[config.mk]
export PLATFORM = sky130hd
export DESIGN_NAME = sram_wb_march_bist
export DESIGN_NICKNAME = d
export VERILOG_FILES = /design/src/rtl/sram_wb_march_bist.sv
export SDC_FILE = /design/constraint.sdc
export NUM_CORES = 1
export LEC_CHECK = 0
export ABC_AREA = 1
export CAP_MARGIN = 0
export CORE_MARGIN = 2
export CORE_UTILIZATION = 47
export CTS_CLUSTER_SIZE = 40
export DETAILED_ROUTE_END_ITERATION = 8
export PLACE_DENSITY = 0.82
export REMOVE_ABC_BUFFERS = 1
export SYNTH_ARGS = -nofsm -noshare
export SYNTH_HDL_FRONTEND = slang
export SYNTH_SLANG_ARGS = --single-unit
[constraint.sdc]
create_clock -name wb_clk_i -period 4.22 [get_ports wb_clk_i]
set_input_delay 0.422 -clock wb_clk_i [delete_from_list [all_inputs] [get_ports wb_clk_i]]
set_output_delay 0.422 -clock wb_clk_i [all_outputs]
set_load 0.05 [all_outputs]
[src/rtl/sram_wb_march_bist.sv]
//------------------------------------------------------------------------------
// Module   : sram_wb_march_bist
// Purpose  : March C- built-in self-test master for a 32-bit Wishbone SRAM
//            wrapper. Runs w0 / r0,w1 / r1,w0 (up) then r0,w1 / r1,w0 / r0
//            (down) over every word (10*DEPTH accesses). It reports pass/fail
//            and the first failing word, then leaves the bus idle (cyc=0).
// Revision : 1.0 - initial release
//
// Parameters
//   DEPTH      number of 32-bit words tested
//   AW         word-index width (DEPTH <= 2**AW)
//   BASE_ADDR  byte address of word 0
//   PATTERN    data background "0"; "1" is ~PATTERN
//   TIMEOUT    ack watchdog limit in REQ cycles (watchdog build only)
//
// Ports
//   wb_clk_i, wb_rst_i   clock, asynchronous active-high reset
//   start_i              one-cycle pulse, accepted only when not busy
//   busy_o               test in progress (REQ or GAP)
//   done_o / pass_o      sticky completion flag / result (valid with done_o)
//   timeout_o            sticky ack-watchdog abort flag
//   fail_addr_o/_data_o  word index and read data of the first mismatch
//   wbm_*                Wishbone classic master port towards the wrapper
//
// Configuration macro
//   BIST_ACK_TIMEOUT_EN  enables the ack watchdog; without it REQ waits
//                        indefinitely and timeout_o is tied low.
//------------------------------------------------------------------------------
`default_nettype none

module sram_wb_march_bist #(
  parameter int unsigned DEPTH     = 1024,
  parameter int unsigned AW        = 10,
  parameter logic [31:0] BASE_ADDR = 32'h0000_0000,
  parameter logic [31:0] PATTERN   = 32'h0000_0000,
  parameter int unsigned TIMEOUT   = 16
) (
  input  logic          wb_clk_i,
  input  logic          wb_rst_i,
  input  logic          start_i,
  output logic          busy_o,
  output logic          done_o,
  output logic          pass_o,
  output logic          timeout_o,
  output logic [AW-1:0] fail_addr_o,
  output logic [31:0]   fail_data_o,
  output logic [31:0]   wbm_adr_o,
  output logic [31:0]   wbm_dat_o,
  input  logic [31:0]   wbm_dat_i,
  output logic [3:0]    wbm_sel_o,
  output logic          wbm_we_o,
  output logic          wbm_cyc_o,
  output logic          wbm_stb_o,
  input  logic          wbm_ack_i
);

  typedef enum logic [1:0] {
    S_IDLE = 2'd0,
    S_REQ  = 2'd1,
    S_GAP  = 2'd2,
    S_DONE = 2'd3
  } state_t;

  localparam logic [AW-1:0] LAST_IDX = AW'(DEPTH - 1);
  localparam logic [AW-1:0] IDX_ONE  = AW'(1);

  state_t        state;
  logic [2:0]    elem;   // march element E0..E5
  logic          op;     // 0 = first operation of the element, 1 = second
  logic [AW-1:0] idx;    // current word index

  // Decode of the current element/operation
  logic          is_down;
  logic          is_read;
  logic          last_op;
  logic          elem_end;
  logic          final_acc;
  logic [31:0]   exp_data;
  logic [31:0]   wr_data;
  logic [2:0]    next_elem;
  logic          next_down;

  always_comb begin
    is_down   = (elem >= 3'd3);
    // E0 is write-only; every other element starts with a read
    is_read   = (elem != 3'd0) && !op;
    // E0 and E5 are single-operation elements
    last_op   = (elem == 3'd0) || (elem == 3'd5) || op;
    elem_end  = is_down ? (idx == '0) : (idx == LAST_IDX);
    final_acc = (elem == 3'd5) && (idx == '0);
    // E2/E4 read back the "1" background, E1/E3 write it
    exp_data  = ((elem == 3'd2) || (elem == 3'd4)) ? ~PATTERN : PATTERN;
    wr_data   = ((elem == 3'd1) || (elem == 3'd3)) ? ~PATTERN : PATTERN;
    next_elem = elem + 3'd1;
    next_down = (next_elem >= 3'd3);
  end

  // Address/data/we are derived from held state, so they stay stable for the
  // whole REQ phase; they are forced to zero whenever the cycle is idle.
  assign wbm_adr_o = wbm_cyc_o ? (BASE_ADDR + (32'(idx) << 2)) : 32'h0;
  assign wbm_we_o  = wbm_cyc_o && !is_read;
  assign wbm_dat_o = (wbm_cyc_o && !is_read) ? wr_data : 32'h0;
  assign wbm_sel_o = 4'hF;

`ifdef BIST_ACK_TIMEOUT_EN
  localparam int unsigned TW = (TIMEOUT > 1) ? $clog2(TIMEOUT) : 1;
  localparam logic [TW-1:0] TCNT_LAST = TW'(TIMEOUT - 1);
  logic [TW-1:0] tcnt;
  logic          timeout_q;
  assign timeout_o = timeout_q;
`else
  assign timeout_o = 1'b0;
`endif

  always_ff @(posedge wb_clk_i or posedge wb_rst_i) begin
    if (wb_rst_i) begin
      state       <= S_IDLE;
      elem        <= 3'd0;
      op          <= 1'b0;
      idx         <= '0;
      wbm_cyc_o   <= 1'b0;
      wbm_stb_o   <= 1'b0;
      busy_o      <= 1'b0;
      done_o      <= 1'b0;
      pass_o      <= 1'b0;
      fail_addr_o <= '0;
      fail_data_o <= 32'h0;
`ifdef BIST_ACK_TIMEOUT_EN
      tcnt        <= '0;
      timeout_q   <= 1'b0;
`endif
    end else begin
      case (state)
        S_IDLE, S_DONE: begin
          if (start_i) begin
            state       <= S_REQ;
            elem        <= 3'd0;
            op          <= 1'b0;
            idx         <= '0;
            wbm_cyc_o   <= 1'b1;
            wbm_stb_o   <= 1'b1;
            busy_o      <= 1'b1;
            done_o      <= 1'b0;
            pass_o      <= 1'b0;
            fail_addr_o <= '0;
            fail_data_o <= 32'h0;
`ifdef BIST_ACK_TIMEOUT_EN
            tcnt        <= '0;
            timeout_q   <= 1'b0;
`endif
          end
        end

        S_REQ: begin
          if (wbm_ack_i) begin
            wbm_cyc_o <= 1'b0;
            wbm_stb_o <= 1'b0;
            if (is_read && (wbm_dat_i != exp_data)) begin
              // First mismatch ends the test immediately, skipping GAP
              state       <= S_DONE;
              busy_o      <= 1'b0;
              done_o      <= 1'b1;
              pass_o      <= 1'b0;
              fail_addr_o <= idx;
              fail_data_o <= wbm_dat_i;
            end else begin
              state <= S_GAP;
            end
`ifdef BIST_ACK_TIMEOUT_EN
          end else if (tcnt == TCNT_LAST) begin
            state       <= S_DONE;
            wbm_cyc_o   <= 1'b0;
            wbm_stb_o   <= 1'b0;
            busy_o      <= 1'b0;
            done_o      <= 1'b1;
            pass_o      <= 1'b0;
            timeout_q   <= 1'b1;
            fail_addr_o <= idx;
            fail_data_o <= 32'h0;
          end else begin
            tcnt <= tcnt + TW'(1);
`endif
          end
        end

        S_GAP: begin
          if (final_acc) begin
            // The access just completed was E5 at index 0
            state  <= S_DONE;
            busy_o <= 1'b0;
            done_o <= 1'b1;
            pass_o <= 1'b1;
          end else begin
            state     <= S_REQ;
            wbm_cyc_o <= 1'b1;
            wbm_stb_o <= 1'b1;
`ifdef BIST_ACK_TIMEOUT_EN
            tcnt      <= '0;
`endif
            if (!last_op) begin
              op <= 1'b1;
            end else begin
              op <= 1'b0;
              if (elem_end) begin
                // Element boundary: restart the index at the new element's
                // first word (E2->E3 stays at the top word).
                elem <= next_elem;
                idx  <= next_down ? LAST_IDX : '0;
              end else if (is_down) begin
                idx <= idx - IDX_ONE;
              end else begin
                idx <= idx + IDX_ONE;
              end
            end
          end
        end

        default: begin
          state <= S_IDLE;
        end
      endcase
    end
  end

endmodule

`default_nettype wire

==> flow_summary.ini <==
[run_status]
outcome = complete, no violations

[detailed_routing]
dr.pass1.iters = 4
first_iter_violations = 166
drc = 0
wl_mm = 11.1
post_drt_wl_per_cell_um = 12.7
ant_nets = 0
vias = 4131
routed_via_density = 4.71

[clock_tree]
post_cts_resized = 0
cts_root_buf = clkbuf_8
path_clk_slew_ns = 0.07
ctsHoldBuffers = 0
cts_num_sinks = 62
cts_tree = built
numCtsBuffers = 9
cts_htree_levels = 3
clockBufferDepth = 2
postCtsSetupBuffers = 0
clock_latency_ns = 0.35

[sta]
setup_ws_ns = 1.23
finalSetupViolations = 0
fmax_mhz = 334
hold_violations = 0
post-route-period-util = 0.709
drv_slew = 0
worstMarginPinSlew_ns = 0.871
timing.final.crit_period_ns = 2.99
rsz0062_at_grt = false
relSlewSlack = 0.419
clock_skew_ns = 0.0121

[die]
io_pins = 153
die_y_um = 103
start_util = 0.475
fp.coreArea_mm2 = 0.00964
die_area_mm2 = 0.0106
rows = 36
die_w_um = 103

[flow_run]
cap_violations = 0

[synth]
synthCells = 654
ys_types = 35
ys_seq_area_frac = 0.339
yosys_warnings = 0
ys_ff_latch = 62
synth_area_mm2 = 0.00458
syn_area_per_cell_um2 = 7.01

[finish]
final_common_cell = nand2_1
final_layout_size_suffix_gt1_frac = 0.0806
stdcell_count = 877
area_growth_pct = 26.1
fillCellCount = 879
fin_nets = 793
antenna_cells = 0
final_cell_mix = nand2_1, clkdlybuf4s50_1, inv_1

[setup_path]
crit_family = buffers and inverters
critPathMaxFanout = 32
cp_slowest_cell = clkdlybuf4s50_1
endpoint_kind = primary output
crit_type = register to primary output
critPathArrivalTime_ns = 2.57
critPathMaxStageDelay_ns = 0.87
worst-path-buf-inv = 3
worstPathCellList = inv_1 > ha_1 > a21oi_2 > nor3_2 > buf_4 > clkdlybuf4s50_1
cp.required_ns = 3.80
crit_path_start_kind = register

[global_route]
grt_pass1_wl_mm = 17.7
grt_pass1_vias = 3921
grt_max_degree = 48
antenna_found_initial = 0
grtUsageTotal = 0.211
overflow = 0

[placed_design]
dp.cells = 861
pre_cts_ws_ns = 1.22
io_buffers = 125
globalplace.congestion = 0.869
dp_hpwl_mm = 8.25

[power]
power.density_mw_per_mm2 = 692
irDropWorstVdd_uv = 443
power.leakage_uw = 0.00320

[hold_path]
holdCritPathClass = register to register
==> state kept, by name, summed over array words and instances, names as in the netlist <==
name,cells
fail_data_o,32
state,2
fail_addr_o,10
wbm_stb_o,1
elem,3
busy_o,1
pass_o,1
op,1
idx,10
done_o,1
==> kinds of logic after synthesis <==
logic type | share of synthesized area
AOI/OAI and AO/OA | 0.0309
xor gates and xnor gates | 0.00955
adders and majority gates | 0.0508
buffers and inverters | 0.205
DFF | 0.339
other | 0.00164
and+or+nand+nor | 0.364
==> final cells by class <==
class                           instances  area [µm²]  area share
Clock buffer                            9         124      0.0214
Clock inverter                          7         121      0.0210
Inverter                               90         338      0.0584
Multi-Input combinational cell        446        2190       0.379
Sequential cell                        62        1550       0.268
Tap cell                              133         166      0.0288
Timing Repair Buffer                  130        1290       0.223
==> tightest hold or removal path: stages, from the launching register on <==
cell     delay [ns]
dfrtp_1        0.34
nand2_1        0.05
nand2_1        0.04
==> synthesized netlist by cell type <==
cell | instances | area [µm²]
a21oi_1 | 7 | 35.0
inv_2 | 5 | 18.8
or2_1 | 1 | 6.26
buf_2 | 4 | 20.0
nand2_4 | 1 | 11.3
nand4_1 | 9 | 56.3
ha_1 | 17 | 213
o21ai_0 | 6 | 30.0
and3_1 | 1 | 6.26
clkbuf_1 | 5 | 18.8
inv_1 | 85 | 319
a31oi_1 | 2 | 12.5
or2_2 | 1 | 6.26
xor2_1 | 5 | 43.8
nand2_1 | 242 | 908
a22oi_1 | 1 | 7.51
dfrtp_1 | 62 | 1550
nor3_4 | 1 | 16.3
and2_1 | 1 | 6.26
nand3_2 | 21 | 210
nand3b_1 | 1 | 7.51
o21a_1 | 1 | 7.51
a21oi_2 | 2 | 17.5
a21oi_4 | 1 | 16.3
nand2_2 | 4 | 25.0
buf_6 | 6 | 67.6
nand3_1 | 41 | 205
nor2_1 | 45 | 169
a211oi_1 | 1 | 7.51
o31ai_1 | 1 | 7.51
fa_1 | 1 | 20.0
conb_1 | 2 | 7.51
nor3_1 | 4 | 20.0
buf_4 | 66 | 495
nand4_2 | 1 | 12.5
==> report_power, final <==
part	internal (µW)	switching (µW)	total (µW)
Combinational	691	1790	2480
Clock	395	252	648
Sequential	749	124	872
Total	1830	2160	4000
==> routing by layer <==
| metal | vias up | GRT usage | part of all wire |
|---|---|---|---|
| met2 | 118 | 0.384 | 0.53 |
| li1 | 2081 | - | - |
| met1 | 1921 | 0.254 | 0.40 |
| met4 | 0 | 0.0759 | 0.013 |
| met3 | 11 | 0.0285 | 0.049 |
| met5 | - | 0 | 0 |
==> per-stage QoR <==
stage               TNS, ns  hold slack, ns  area (µm²)  utilization  power [µW]
floorplan           -928.45           0.474        4080            -        2380
global placement          0           0.454        5540        0.574        3310
detailed placement        0           0.458        5540        0.574        3360
CTS                       0           0.475        5780        0.600        4010
global route              0           0.494        5780        0.600        4240
finish                    0           0.472        5780        0.600        4000
==> worst paths after layout <==
path,startpoint,endpoint,slack [ns],depth (start not counted)
setup / recovery,elem[0],wbm_dat_o[20],1.23,6
hold / removal,fail_addr_o[9],fail_addr_o[9],0.47,2
setup reg to reg,elem[0],fail_data_o[1],1.26,12
hold reg to reg,fail_addr_o[9],fail_addr_o[9],0.47,2
max in group asynchronous,wb_rst_i,fail_data_o[2],2.80,3
min in group asynchronous,wb_rst_i,fail_data_o[14],0.54,2
No activity file was read; power rests on OpenSTA's default activity.
